`src/rtl/uart_ctrl.sv`:
```
// Bus-facing UART controller: DATA/STATUS register map, RX byte queue with sticky overrun, TX handshake FSM.
// Define UART_CTRL_RX_FIFO_EN for a FIFO_DEPTH-entry RX FIFO; otherwise a single holding register is used.
module uart_ctrl #(
  parameter int FIFO_DEPTH = 4
) (
  input  logic       clk,
  input  logic       rst,
  input  logic       req_ce,
  input  logic       req_we,
  input  logic       req_addr,
  input  logic [7:0] req_wdata,
  output logic       ack,
  output logic [7:0] rdata,
  output logic       rx_read_ce,
  input  logic       rx_fin,
  input  logic [7:0] rx_data,
  output logic       tx_start,
  output logic [7:0] tx_data,
  input  logic       tx_busy
);

`ifdef UART_CTRL_RX_FIFO_EN
  localparam int DEPTH = FIFO_DEPTH;
`else
  localparam int DEPTH = (FIFO_DEPTH > 0) ? 1 : 1;
`endif
  localparam int AW = (DEPTH > 1) ? $clog2(DEPTH) : 1;
  localparam int CW = $clog2(DEPTH + 1);

  typedef enum logic [1:0] {S_IDLE, S_START, S_WAIT_BUSY, S_WAIT_DONE} tx_state_e;

  tx_state_e       state_q, state_d;
  logic [7:0]      tx_data_q, tx_data_d;
  logic            ack_q, ack_d;
  logic [7:0]      rdata_q, rdata_d;
  logic            rx_fin_q, armed_q;
  logic            overrun_q, overrun_d;
  logic [AW-1:0]   wr_ptr_q, rd_ptr_q;
  logic [CW-1:0]   count_q, count_d;
  logic [7:0]      mem_q [2**AW];

  logic tx_ready, accept, rd_data, rd_stat, wr_data;
  logic empty, full, rise, push, pop, ovr_evt;
  logic [7:0] status;

  function automatic logic [AW-1:0] ptr_inc(input logic [AW-1:0] p);
    return (p == AW'(DEPTH - 1)) ? '0 : p + 1'b1;
  endfunction

  assign tx_ready = (state_q == S_IDLE) && !tx_busy;
  // Never accept in an ack cycle: the master still holds req_ce there.
  assign accept   = req_ce && !ack_q && !(req_we && !req_addr && !tx_ready);
  assign rd_data  = accept && !req_we && !req_addr;
  assign rd_stat  = accept && !req_we &&  req_addr;
  assign wr_data  = accept &&  req_we && !req_addr;

  assign empty   = (count_q == '0);
  assign full    = (count_q == CW'(DEPTH));
  // armed_q masks an edge that coincides with reset release.
  assign rise    = armed_q && rx_fin && !rx_fin_q;
  assign pop     = rd_data && !empty;
  assign push    = rise && (!full || pop);
  assign ovr_evt = rise && full && !pop;
  assign status  = {4'b0000, full, overrun_q, !empty, tx_ready};

  always_comb begin
    count_d = count_q;
    unique case ({push, pop})
      2'b10:   count_d = count_q + 1'b1;
      2'b01:   count_d = count_q - 1'b1;
      default: count_d = count_q;
    endcase
    overrun_d = ovr_evt | (overrun_q & ~rd_stat);
    ack_d     = accept;
    rdata_d   = 8'h00;
    if (rd_data && !empty) rdata_d = mem_q[rd_ptr_q];
    else if (rd_stat)      rdata_d = status;
  end

  always_comb begin
    state_d   = state_q;
    tx_data_d = tx_data_q;
    unique case (state_q)
      S_IDLE: if (wr_data) begin
        state_d   = S_START;
        tx_data_d = req_wdata;
      end
      S_START:     state_d = S_WAIT_BUSY;
      S_WAIT_BUSY: if (tx_busy)  state_d = S_WAIT_DONE;
      S_WAIT_DONE: if (!tx_busy) state_d = S_IDLE;
      default:     state_d = S_IDLE;
    endcase
  end

  always_ff @(posedge clk or negedge rst) begin
    if (!rst) begin
      state_q   <= S_IDLE;
      tx_data_q <= 8'h00;
      ack_q     <= 1'b0;
      rdata_q   <= 8'h00;
      rx_fin_q  <= 1'b0;
      armed_q   <= 1'b0;
      overrun_q <= 1'b0;
      wr_ptr_q  <= '0;
      rd_ptr_q  <= '0;
      count_q   <= '0;
    end else begin
      state_q   <= state_d;
      tx_data_q <= tx_data_d;
      ack_q     <= ack_d;
      rdata_q   <= rdata_d;
      rx_fin_q  <= rx_fin;
      armed_q   <= 1'b1;
      overrun_q <= overrun_d;
      count_q   <= count_d;
      if (push) wr_ptr_q <= ptr_inc(wr_ptr_q);
      if (pop)  rd_ptr_q <= ptr_inc(rd_ptr_q);
    end
  end

  always_ff @(posedge clk) begin
    if (push) mem_q[wr_ptr_q] <= rx_data;
  end

  assign ack        = ack_q;
  assign rdata      = rdata_q;
  assign rx_read_ce = !full;
  assign tx_start   = (state_q == S_START);
  assign tx_data    = tx_data_q;

endmodule

```
`config.mk`:
```
export PLATFORM = sky130hd
export DESIGN_NAME = uart_ctrl
export DESIGN_NICKNAME = d
export VERILOG_FILES = /design/src/rtl/uart_ctrl.sv
export SDC_FILE = /design/constraint.sdc
export NUM_CORES = 1
export LEC_CHECK = 0
export ABC_AREA = 1
export BUFFER_PORTS_ARGS = -buffer_cell sky130_fd_sc_hd__buf_2
export CORE_ASPECT_RATIO = 0.9
export CORE_MARGIN = 2
export CORE_UTILIZATION = 52
export CTS_BUF_LIST = sky130_fd_sc_hd__clkbuf_4 sky130_fd_sc_hd__clkbuf_8 sky130_fd_sc_hd__clkbuf_16
export CTS_CLUSTER_DIAMETER = 60
export CTS_CLUSTER_SIZE = 10
export DETAILED_ROUTE_END_ITERATION = 8
export MAX_ROUTING_LAYER = met4
export PLACE_DENSITY = 0.87
export SETUP_SLACK_MARGIN = 0.05
export SYNTH_ARGS = -nofsm -noshare
export SYNTH_HDL_FRONTEND = slang
export SYNTH_SLANG_ARGS = --single-unit
```
`constraint.sdc`:
```
create_clock -name clk -period 2.65 [get_ports clk]
set_clock_uncertainty 0.05 [all_clocks]
set_input_delay 0.3975 -clock clk [delete_from_list [all_inputs] [get_ports clk]]
set_output_delay 0.3975 -clock clk [all_outputs]
set_load 0.02 [all_outputs]
```
# --- Yosys cells after proc, flatten, opt, wreduce, memory -nomap -nowiden ---
# Memory sizes are Yosys's and may differ from the RTL's.
# Cells that the tools add are included.
classes:
  n_bitwise: 3
  n_addsub: 4
  eq_ne: 8
  n_reduce_logical: 30
  mux: 11
ops:
  columns: ["cell", "count"]
  rows:
  - ["$logic_and A1 B1 Y1", 16]
  - ["$logic_not A1 Y1", 9]
  - ["$mux W8", 1]
  - ["$pmux W2 S4", 1]
  - ["$eq A2 B2 Y1 const B", 3]
  - ["$mux W2", 3]
  - ["$ne A2 B2 Y1 const B", 3]
  - ["$eq A2 B1 Y1 const B", 2]
  - ["$mux W1", 4]
  - ["$mux W4", 1]
  - ["$add A1 B1 Y1 const B", 3]
  - ["$reduce_and A3 Y1", 1]
  - ["$logic_not A2 Y1", 1]
  - ["$pmux W1 S2", 1]
  - ["$reduce_and A2 Y1", 1]
  - ["$reduce_bool A2 Y1", 1]
  - ["$and A1 B1 Y1", 1]
  - ["$logic_or A1 B1 Y1", 1]
  - ["$not A1 Y1", 1]
  - ["$or A1 B1 Y1", 1]
  - ["$sub A1 B1 Y1 const B", 1]
word_totals:
  elab_cells: 67
  in_bits: 23
  out_inout_bits: 19
  ram_bits: 16
  ff_bits: 25
  memories: 1
memory_table:
  columns: ["memory", "words", "width", "read_ports", "rd_clocked_by_memory_dff", "write_ports", "line", "rtl"]
  rows:
  - ["mem_q", 2, 8, 1, 0, 1, "40", "logic [7:0] mem_q [2**AW];"]

# --- Depth between registers and ports, before layout ---
# Gate-level depths: netlist (run 1).
depth:
  depth_word: 13
  ltp_mapped: 9
  ltp_nobuf: 9

# --- Worst setup path before layout (run 1) ---
# OpenSTA, ideal clock, no wires.
synth_timing:
  kind: "reg-to-reg"
  from: "register ack_q (netlist: ack)"
  to: "memory mem_q[0][0] (enable)"
  stages_incl_launch_ff: 5
  synth_period_minus_slack_ns: 1.739
  setup_time_ns: 0.370
  t_arrival_ns: 1.318
  path_buffers: 0
  t_required_ns: 2.230
  slack_ns: 0.911
  path_cell_list: "dfrtp_1 nand3b_1 o21ai_0 inv_1 nor2_1"
synth_between:
  elab_chain_len: 10
synth_rtl:
  columns: ["element", "line", "rtl"]
  rows:
  - ["start: declaration", "34", "logic ack_q, ack_d;"]
  - ["start signal: assignment", "110", "ack_q <= ack_d;"]
  - ["$logic_not A1 Y1", "52", "assign accept = req_ce && !ack_q && !(req_we && !req_addr && !tx_ready);"]
  - ["$logic_and A1 B1 Y1 (2 in series)", "52", null]
  - ["$logic_and A1 B1 Y1 (2 in series)", "53", "assign rd_data = accept && !req_we && !req_addr;"]
  - ["$logic_and A1 B1 Y1", "61", "assign pop = rd_data && !empty;"]
  - ["$logic_or A1 B1 Y1", "62", "assign push = rise && (!full || pop);"]
  - ["$logic_and A1 B1 Y1", "62", null]
  - ["net push", "43", "logic empty, full, rise, push, pop, ovr_evt;"]
  - ["$mux W1", "122", "if (push) mem_q[wr_ptr_q] <= rx_data;"]
  - ["$mux W1 (implied by the code)", "122", null]
  - ["end: declaration", "40", null]
# The timed path passes the listed nets, and every way through them passes these cells.

# --- Worst setup path after layout (run 1) ---
layout_timing:
  from: "register ack_q (netlist: ack)"
  to: "memory mem_q[0][7] (enable)"
# The elaborated chain is that of the path after synthesis.

==> impl_metrics.tcl, run 1 <==
set metrics [dict create \
    clk_pin_slew_ns 0.09 \
    htree_levels 2 \
    fin_ws_ns 0.731 \
    cts-buffers-inserted 5 \
    p_per_area_nw_per_um2 851 \
    synth_warnings 0 \
    drt_iter0_drc 17 \
    syn_area_um2 1270 \
    placed_area_um2 1490 \
    routedWlPerCell_um 12.5 \
    p_switching_uw 459 \
    whs_ns -0.0126 \
    vias_per_cell 4.77 \
    grt_max_degree 24 \
    min_period_over_period 0.724 \
    violations "negative hold slack" \
    row_count 16 \
    endpoint_kind "flip-flop" \
    final_cell_mix "buf_2, inv_1, dfrtp_1" \
    synth-seq-cells 31 \
    drc 0 \
    p_sw_frac 0.346 \
    postSynthNetCount 143 \
    r2r-start "ack$_DFF_PN0_" \
    crit_required_ns 2.54 \
    critical_path_class "reg2reg" \
    die_x_um 56.0 \
    ys.flop_type "dfrtp_1" \
    clk_latency_ns 0.31 \
    n_antenna_cell 0 \
    netlist-cell-type-count 18 \
    status "finished, violations left" \
    ant_nets 0 \
    rrSetupSlack_ns 0.73 \
    grt_first_pass_wirelength_um 4160 \
    dp_hpwl_um 1890 \
    p_leak_uw 0.000882 \
    synth_edf_count 8 \
    fin_util 0.695 \
    power_frac_comb 0.316 \
    ctsRootBufferMaster "clkbuf_4" \
    cap_violations 0 \
    wirelength_um 2370 \
    synth_top_area_cell "dfrtp_1" \
    postSynthCellCount 115 \
    rsz0062_at_grt "false" \
    hold_path_class "in2async" \
    pre_cts_slack_ns 0.658 \
    num_io_pins 42 \
    setup_viol 0 \
    p_seq_frac 0.473 \
    core_area_um2 2240 \
    postCtsHoldBufs 0 \
    worst_pin_slew_ns 0.639 \
    async_flop_share 0.742 \
    yosysSeqAreaShare 0.644 \
    grt_pass1_vias 966 \
    arrival_ns 1.81 \
    synth_top_area_frac 0.455 \
    p_int_uw 866 \
    fmax_ghz 0.521 \
    nets 190 \
    peakVddDrop_mv 0.528 \
    setup_tns_ns 0 \
    cts_tree "done" \
    relSlewSlack 0.572 \
    areaGrowthSynthToFinish_pct 23.0 \
    drive_gt1_frac 0.374 \
    port_buffers 41 \
    final_hold_viol_count 12 \
    post-cts-setup-buffer-count 0 \
    grt_usage 0.198 \
    synth_area_leaders "dfrtp_1, edfxtp_1, inv_1" \
    maxSlewViolCount 0 \
    fillers 174 \
    final_common_cell "buf_2" \
    die_h_um 50.8 \
    place_congestion 0.886 \
    dieArea_um2 2850 \
    clockBufferDepth 2 \
    grt_overflow 0 \
    initial_utilization 0.565 \
    vias 906 \
    clock_power_share 0.211 \
    final_area_um2 1560 \
    syn-mean-instance-area_um2 11.0 \
    cp_max_fo 8 \
    critPathLaunchType "flip-flop" \
    fin_crit_ns 1.92 \
    cts_sinks 31 \
    antenna_found_initial 0 \
    cts_resized 0 \
    drt-pass1-iter-count 4 \
    startpoint "ack$_DFF_PN0_" \
]
==> path summary, 6_finish.rpt <==
check,endpoint,depth (start not counted)
max,mem_q[0][7]$_DFFE_PP_,4
min,rx_fin_q$_DFF_PN0_,1
max reg2reg,mem_q[0][7]$_DFFE_PP_,4
min reg2reg,rdata[6]$_DFF_PN0_,2
max in group asynchronous,tx_data[5]$_DFFE_PN0P_,1
min in group clk,rx_fin_q$_DFF_PN0_,1
==> critical path, stage by stage (launching register included) <==
cell	delay, ns
dfrtp_1	0.41
nand3b_1	0.20
o21ai_0	0.32
inv_1	0.07
nor2_1	0.50
==> layout make-up <==
cell class	count	area [um2]	area share
inverter	24	90.1	0.0578
tap	27	33.8	0.0217
sequential	31	816	0.524
multi-input combinational	59	349	0.224
clock inverter	1	5.00	0.00321
clock buffer	7	58.8	0.0378
timing repair buffer	41	205	0.132
==> cells in the mapped netlist, drive strengths merged, types with 2 or more instances <==
cell     n
o211ai   2
nand3b   2
inv     24
o21ai   11
nor2    10
ha       5
nand2   19
dfrtp   23
edfxtp   8
nand3    6
==> logic make-up after synthesis <==
family	count (synthesis)	share of synthesized area
simple gates	38	0.134
fa+ha+maj	5	0.0494
buf+inv	25	0.0800
compound gates	15	0.0889
other cells	1	0.00296
flops	31	0.644
==> routing by layer <==
metal	global-route usage	vias to the layer above	share of wire
met5	-	-	0
met4	0.103	0	0.028
met3	0.0405	8	0.035
met2	0.371	22	0.59
met1	0.194	428	0.35
li1	-	448	-
==> registers in the layout (all words and copies together) (netlist names) <==
signal and count:
ack 1, rx_fin_q 1, armed_q 1, tx_data 8, overrun_q 1, mem_q 8, rdata 8, state_q 2
count_q 1
==> power groups by stage <==
stage	logic [uW]	clock network (uW)	registers, uW
finish	419	279	627
global route	473	308	640
global placement	394	0	629
detailed placement	419	0	636
CTS	420	288	627
floorplan	215	0	699
==> per-stage QoR <==
stage / power, uW / hold slack (ns) / std cells
2_1_floorplan: 914 / 0.0519 / 115
3_3_place_gp: 1020 / 0.332 / 182
3_5_place_dp: 1060 / 0.348 / 182
4_1_cts: 1340 / 0.00558 / 190
5_1_grt: 1420 / 0.0109 / 190
6_report: 1320 / -0.0126 / 190
No activity file was read; power rests on OpenSTA's default activity.
==> run 2: changes to the inputs <==
--- a/config.mk
+++ b/config.mk
@@ -9,13 +9,13 @@
 export BUFFER_PORTS_ARGS = -buffer_cell sky130_fd_sc_hd__buf_2
 export CORE_ASPECT_RATIO = 0.9
 export CORE_MARGIN = 2
-export CORE_UTILIZATION = 52
+export CORE_UTILIZATION = 49
 export CTS_BUF_LIST = sky130_fd_sc_hd__clkbuf_4 sky130_fd_sc_hd__clkbuf_8 sky130_fd_sc_hd__clkbuf_16
 export CTS_CLUSTER_DIAMETER = 60
 export CTS_CLUSTER_SIZE = 10
 export DETAILED_ROUTE_END_ITERATION = 8
 export MAX_ROUTING_LAYER = met4
-export PLACE_DENSITY = 0.87
+export PLACE_DENSITY = 0.83
 export SETUP_SLACK_MARGIN = 0.05
 export SYNTH_ARGS = -nofsm -noshare
 export SYNTH_HDL_FRONTEND = slang
==> constraint.sdc (replaced) <==
create_clock -name clk -period 1.9 [get_ports clk]
set_clock_uncertainty 0.05 [all_clocks]
set_input_delay 0.285 -clock clk [delete_from_list [all_inputs] [get_ports clk]]
set_output_delay 0.285 -clock clk [all_outputs]
set_load 0.02 [all_outputs]
==> run 2 against run 1 <==
The run now ends clean; core utilization decreased by 4.2 points; hold slack better by 0.033 ns; sequential cell count unchanged; power grew 46%; fmax up 24%; critical path depth grew 1; via count fell by 0.55%; critical path type unchanged; highest routed layer unchanged.
==> impl_metrics.tcl, run 2 (synthesized netlist as in run 1, its figures left out) <==
set metrics [dict create \
    num_io_pins 42 \
    grt_max_degree 24 \
    clk_pin_slew_ns 0.09 \
    fillers 209 \
    use_met3 0.0864 \
    drive_gt1_frac 0.373 \
    clock_power_share 0.254 \
    die_h_um 52.2 \
    port_buffers 41 \
    row_count 17 \
    r2r-start "ack$_DFF_PN0_" \
    arrival_ns 1.56 \
    fin_util 0.653 \
    fin_crit_ns 1.55 \
    post-cts-setup-buffer-count 0 \
    dieArea_um2 3010 \
    crit_chain "nand3b_1, o21ai_0, inv_1, nor2_1, buf_4" \
    grt_overflow 0 \
    htree_levels 2 \
    seqCellArea_um2 816 \
    initial_utilization 0.518 \
    cts-buffers-inserted 5 \
    cap_violations 0 \
    worst_pin_slew_ns 0.503 \
    grt_util_met2 0.303 \
    hold_path_class "in2reg" \
    min_period_over_period 0.818 \
    drt_iter0_drc 41 \
    cts_tree "done" \
    final_cell_mix "buf_2, inv_1, dfrtp_1" \
    critical_path_class "reg2reg" \
    cts_sinks 31 \
    dp_cells 185 \
    grt_usage 0.182 \
    fmax_ghz 0.644 \
    busiest_layer "met2" \
    relSlewSlack 0.664 \
    die_x_um 57.6 \
    startpoint "ack$_DFF_PN0_" \
    setup_tns_ns 0 \
    core_area_um2 2450 \
    place_congestion 0.746 \
    grt_first_pass_wirelength_um 3750 \
    power_frac_comb 0.296 \
    ant_nets 0 \
    n_antenna_cell 0 \
    pre_cts_slack_ns 0.377 \
    rsz0062_at_grt "false" \
    critPathLaunchType "flip-flop" \
    drt-pass1-iter-count 4 \
    maxSlewViolCount 0 \
    p_per_area_nw_per_um2 1210 \
    routedWlPerCell_um 11.2 \
    multiInputGateArea_um2 349 \
    p_leak_uw 0.000899 \
    p_switching_uw 652 \
    clockBufferDepth 2 \
    final_hold_viol_count 0 \
    areaGrowthSynthToFinish_pct 26.1 \
    final_common_cell "buf_2" \
    slowest_delay_ns 0.39 \
    wirelength_um 2170 \
    cp_max_fo 8 \
    p_sw_frac 0.336 \
    min_from "rx_fin" \
    grt_pass1_vias 909 \
    crit_required_ns 1.90 \
    drc 0 \
    antenna_found_initial 0 \
    ctsRootBufferMaster "clkbuf_4" \
    crit_path_top_delay_cell "dfrtp_1" \
    nets 193 \
    p_seq_frac 0.450 \
    setup_viol 0 \
    clk_latency_ns 0.34 \
    vias 901 \
    vias_per_cell 4.64 \
    endpoint_kind "flip-flop" \
    p_int_uw 1290 \
    status "complete, no violations" \
    fin_cells 194 \
    fin_ws_ns 0.346 \
    cts_resized 0 \
    peakVddDrop_mv 0.919 \
    dp_hpwl_um 1630 \
    use_met1 0.183 \
]
## run 2: final cells by class
class | count | share of cell area
multi-input combinational | 59 | 0.219
clock inverter | 3 | 0.0243
inverter | 24 | 0.0564
timing repair buffer | 44 | 0.144
tap | 28 | 0.0219
sequential | 31 | 0.511
clock buffer | 5 | 0.0235
## run 2: stage by stage
stage | total power, uW | hold WS (ns) | cell area (um2)
after global routing | 2090 | 0.0000447 | 1600
after CTS | 1970 | 0.000768 | 1600
after detailed placement | 1460 | 0.233 | 1510
after global placement | 1430 | 0.227 | 1510
after floorplan | 1280 | -0.0606 | 1270
final | 1940 | 0.0206 | 1600
## run 2: path summary, 6_finish.rpt
| kind | end | slack, ns | depth (start not counted) |
|---|---|---|---|
| max in group asynchronous | rdata[4]$_DFF_PN0_ | 1.07 | 2 |
| min in group asynchronous | tx_data[6]$_DFFE_PN0P_ | 0.38 | 2 |
| hold reg to reg | rdata[6]$_DFF_PN0_ | 0.44 | 2 |
| setup reg to reg | mem_q[0][2]$_DFFE_PP_ | 0.35 | 5 |
| setup / recovery | mem_q[0][2]$_DFFE_PP_ | 0.35 | 5 |
| hold / removal | rx_fin_q$_DFF_PN0_ | 0.02 | 1 |
## run 2: critical path: cells and delay by family (launching register included)
family,cells,cell delay [ns]
AND/OR/NAND/NOR,2,0.29
buffers and inverters,2,0.24
flip-flops,1,0.39
AO/OA/AOI/OAI,1,0.30
## run 2: timing repair
item / 4_1_cts / 5_1_grt
endpoints found under the hold margin: 23 / 0
setup endpoints to repair: 0 / 0
hold buffers: 1 / 0
## run 2: routing by layer
layer | vias up | wire, um | part of all wire
met5 | - | 0 | 0
met3 | 4 | 177 | 0.082
met1 | 414 | 835 | 0.39
li1 | 452 | - | -
met2 | 31 | 1110 | 0.51
met4 | 0 | 38 | 0.018
## run 2: power groups by stage
stage / clock network (uW) / logic (uW) / registers, uW
CTS: 509 / 583 / 874
floorplan: 0 / 300 / 975
detailed placement: 0 / 577 / 887
finish: 492 / 575 / 872
global route: 545 / 654 / 888
global placement: 0 / 551 / 879
==> run 3: changes to the inputs <==
==> constraint.sdc (replaced) <==
create_clock -name clk -period 1.5 [get_ports clk]
set_clock_uncertainty 0.05 [all_clocks]
set_input_delay 0.225 -clock clk [delete_from_list [all_inputs] [get_ports clk]]
set_output_delay 0.225 -clock clk [all_outputs]
set_load 0.02 [all_outputs]
==> run 3 against run 2 <==
First-iteration DRC count fell by 17%; combinational power up 74%; global-route usage increased by 0.77 points; final area rose by 12%; clock power decreased by 8.7%; critical path depth decreased by 1; count of clock-buffer cells in the layout did not move; sequential share of layout area shrank 5.2 points; largest cell class unchanged; wire length rose by 16%.
==> impl_metrics.tcl, run 3 (synthesized netlist as in run 1, its figures left out) <==
set metrics [dict create \
    status "complete, no violations" \
    fin_total_pwr_uw 2560 \
    drt_iter0_drc 34 \
    p_sw_frac 0.365 \
    fin_cells 208 \
    row_count 17 \
    cts_tree "done" \
    wirelength_um 2510 \
    pre_cts_slack_ns 0.0183 \
    die_x_um 57.6 \
    cap_violations 0 \
    htree_levels 2 \
    cts_sinks 31 \
    rsz0062_at_grt "true" \
    ant_nets 0 \
    dp_cells 184 \
    r2r-start "ack$_DFF_PN0_" \
    power_frac_comb 0.392 \
    reg2reg_depth 4 \
    setup_viol 0 \
    critPathLaunchType "flip-flop" \
    routedWlPerCell_um 12.1 \
    ctsRootBufferMaster "clkbuf_4" \
    placed_area_um2 1530 \
    final_area_um2 1780 \
    grt_overflow 0 \
    min_period_over_period 0.962 \
    grt_pass1_vias 984 \
    dieArea_um2 3010 \
    clk_latency_ns 0.32 \
    cp-endpoint "mem_q[0][3]$_DFFE_PP_" \
    critPathTopFamily "simple AND/OR/NAND/NOR gates" \
    p_int_uw 1620 \
    drive_gt1_frac 0.439 \
    fmax_ghz 0.693 \
    crit_required_ns 1.47 \
    vias_per_cell 4.75 \
    grt_max_degree 24 \
    num_io_pins 42 \
    core_area_um2 2450 \
    clock_power_share 0.176 \
    clockBufferDepth 2 \
    p_per_area_nw_per_um2 1440 \
    peakVddDrop_mv 1.10 \
    grt_first_pass_wirelength_um 3970 \
    fillers 179 \
    areaGrowthSynthToFinish_pct 40.6 \
    dp_hpwl_um 1620 \
    cts-buffers-inserted 5 \
    nets 207 \
    fin_ws_ns 0.0577 \
    cp_max_fo 8 \
    cp_num_buf_inv 1 \
    die_h_um 52.2 \
    arrival_ns 1.41 \
    setup_tns_ns 0 \
    final_hold_viol_count 0 \
    crit_path_top_delay_cell "dfrtp_2" \
    maxSlewViolCount 0 \
    vias 989 \
    clk_pin_slew_ns 0.10 \
    place_congestion 0.769 \
    slowest_delay_ns 0.42 \
    multiInputGateArea_um2 409 \
    final_common_cell "buf_2" \
    startpoint "ack$_DFF_PN0_" \
    antenna_found_initial 0 \
    m1WireLength_um 901 \
    crit_chain "nand3b_1, o21ai_2, inv_2, nor2_4" \
    wl_met3_um 159 \
    final_cell_mix "buf_2, dfrtp_1, inv_1" \
    drt-pass1-iter-count 4 \
    crit_cells 4 \
    seqCellArea_um2 817 \
    hold_path_class "in2reg" \
    p_switching_uw 934 \
    highest_layer "met4" \
    fin_crit_ns 1.44 \
    n_antenna_cell 0 \
    critical_path_class "reg2reg" \
    grt_usage 0.190 \
    relSlewSlack 0.664 \
    p_seq_frac 0.433 \
    wl_met2_um 1360 \
    initial_utilization 0.518 \
    rrSetupSlack_ns 0.06 \
    port_buffers 41 \
    drc 0 \
    worst_pin_slew_ns 0.504 \
    r2r-end "mem_q[0][3]$_DFFE_PP_" \
    endpoint_kind "flip-flop" \
    p_leak_uw 0.000950 \
]
-- run 3: changes by cell type in the layout (fill, tap and decap cells not counted), moves of 2 or more --
cell	previous run	this run
nor2_4	0	2
inv_2	0	4
ha_1	5	2
dlygate4sd3_1	1	10
ha_4	0	2
inv_1	24	20
buf_4	2	6
nand2_1	19	17
nand2_2	0	2
-- run 3: repair_timing --
item / CTS / global route
endpoints found under the hold margin: 30 / 2
resized for setup: 5 / 11
pin swaps: 3 / 7
buffers inserted: 2 / 4
hold buffers: 8 / 2
endpoints found under the setup margin: 19 / 19
-- run 3: worst min path at each step --
stage / start / end / slack [ns] / cells after the start
after floorplan: rst / ack$_DFF_PN0_ / -0.12 / 0
after global placement: rst / state_q[1]$_DFFE_PN0P_ / 0.16 / 1
after detailed placement: rst / tx_data[3]$_DFFE_PN0P_ / 0.17 / 1
after CTS: rx_data[6] / mem_q[0][6]$_DFFE_PP_ / 0.0002 / 1
after global routing: req_wdata[2] / tx_data[2]$_DFFE_PN0P_ / 0.07 / 3
final: req_wdata[4] / tx_data[4]$_DFFE_PN0P_ / 0.08 / 3
-- run 3: area by class of cell --
type,instances,area share
clock inverters,3,0.00843
multi-input cells,59,0.230
flip-flops and latches,31,0.459
well taps,28,0.0197
clock buffers,5,0.0211
inverters,24,0.0506
repair buffers,58,0.212
-- run 3: power by group through the flow --
stage          Sequential (uW)  Combinational [uW]  Clock [uW]
2_1_floorplan             1240                 386           0
3_3_place_gp              1120                 709           0
3_5_place_dp              1130                 734           0
4_1_cts                   1110                 807         473
5_1_grt                   1130                1100         514
6_report                  1110                1000         449
-- run 3: layer usage --
metal  vias to the layer above  global-route usage
li1                        488                   -
met1                       450               0.178
met2                        41               0.341
met3                        10              0.0568
met4                         0               0.116
met5                         -                   -
-- run 3: through the flow --
step | utilization | hold slack, ns
3_3_place_gp | 0.625 | 0.162
4_1_cts | 0.687 | 0.000154
5_1_grt | 0.728 | 0.0668
2_1_floorplan | - | -0.121
6_report | 0.728 | 0.0815
3_5_place_dp | 0.625 | 0.169
-- run 3: tightest hold or removal path, cell delays in order --
cell     delay (ns)
buf_2          0.10
inv_1          0.05
o21ai_2        0.05
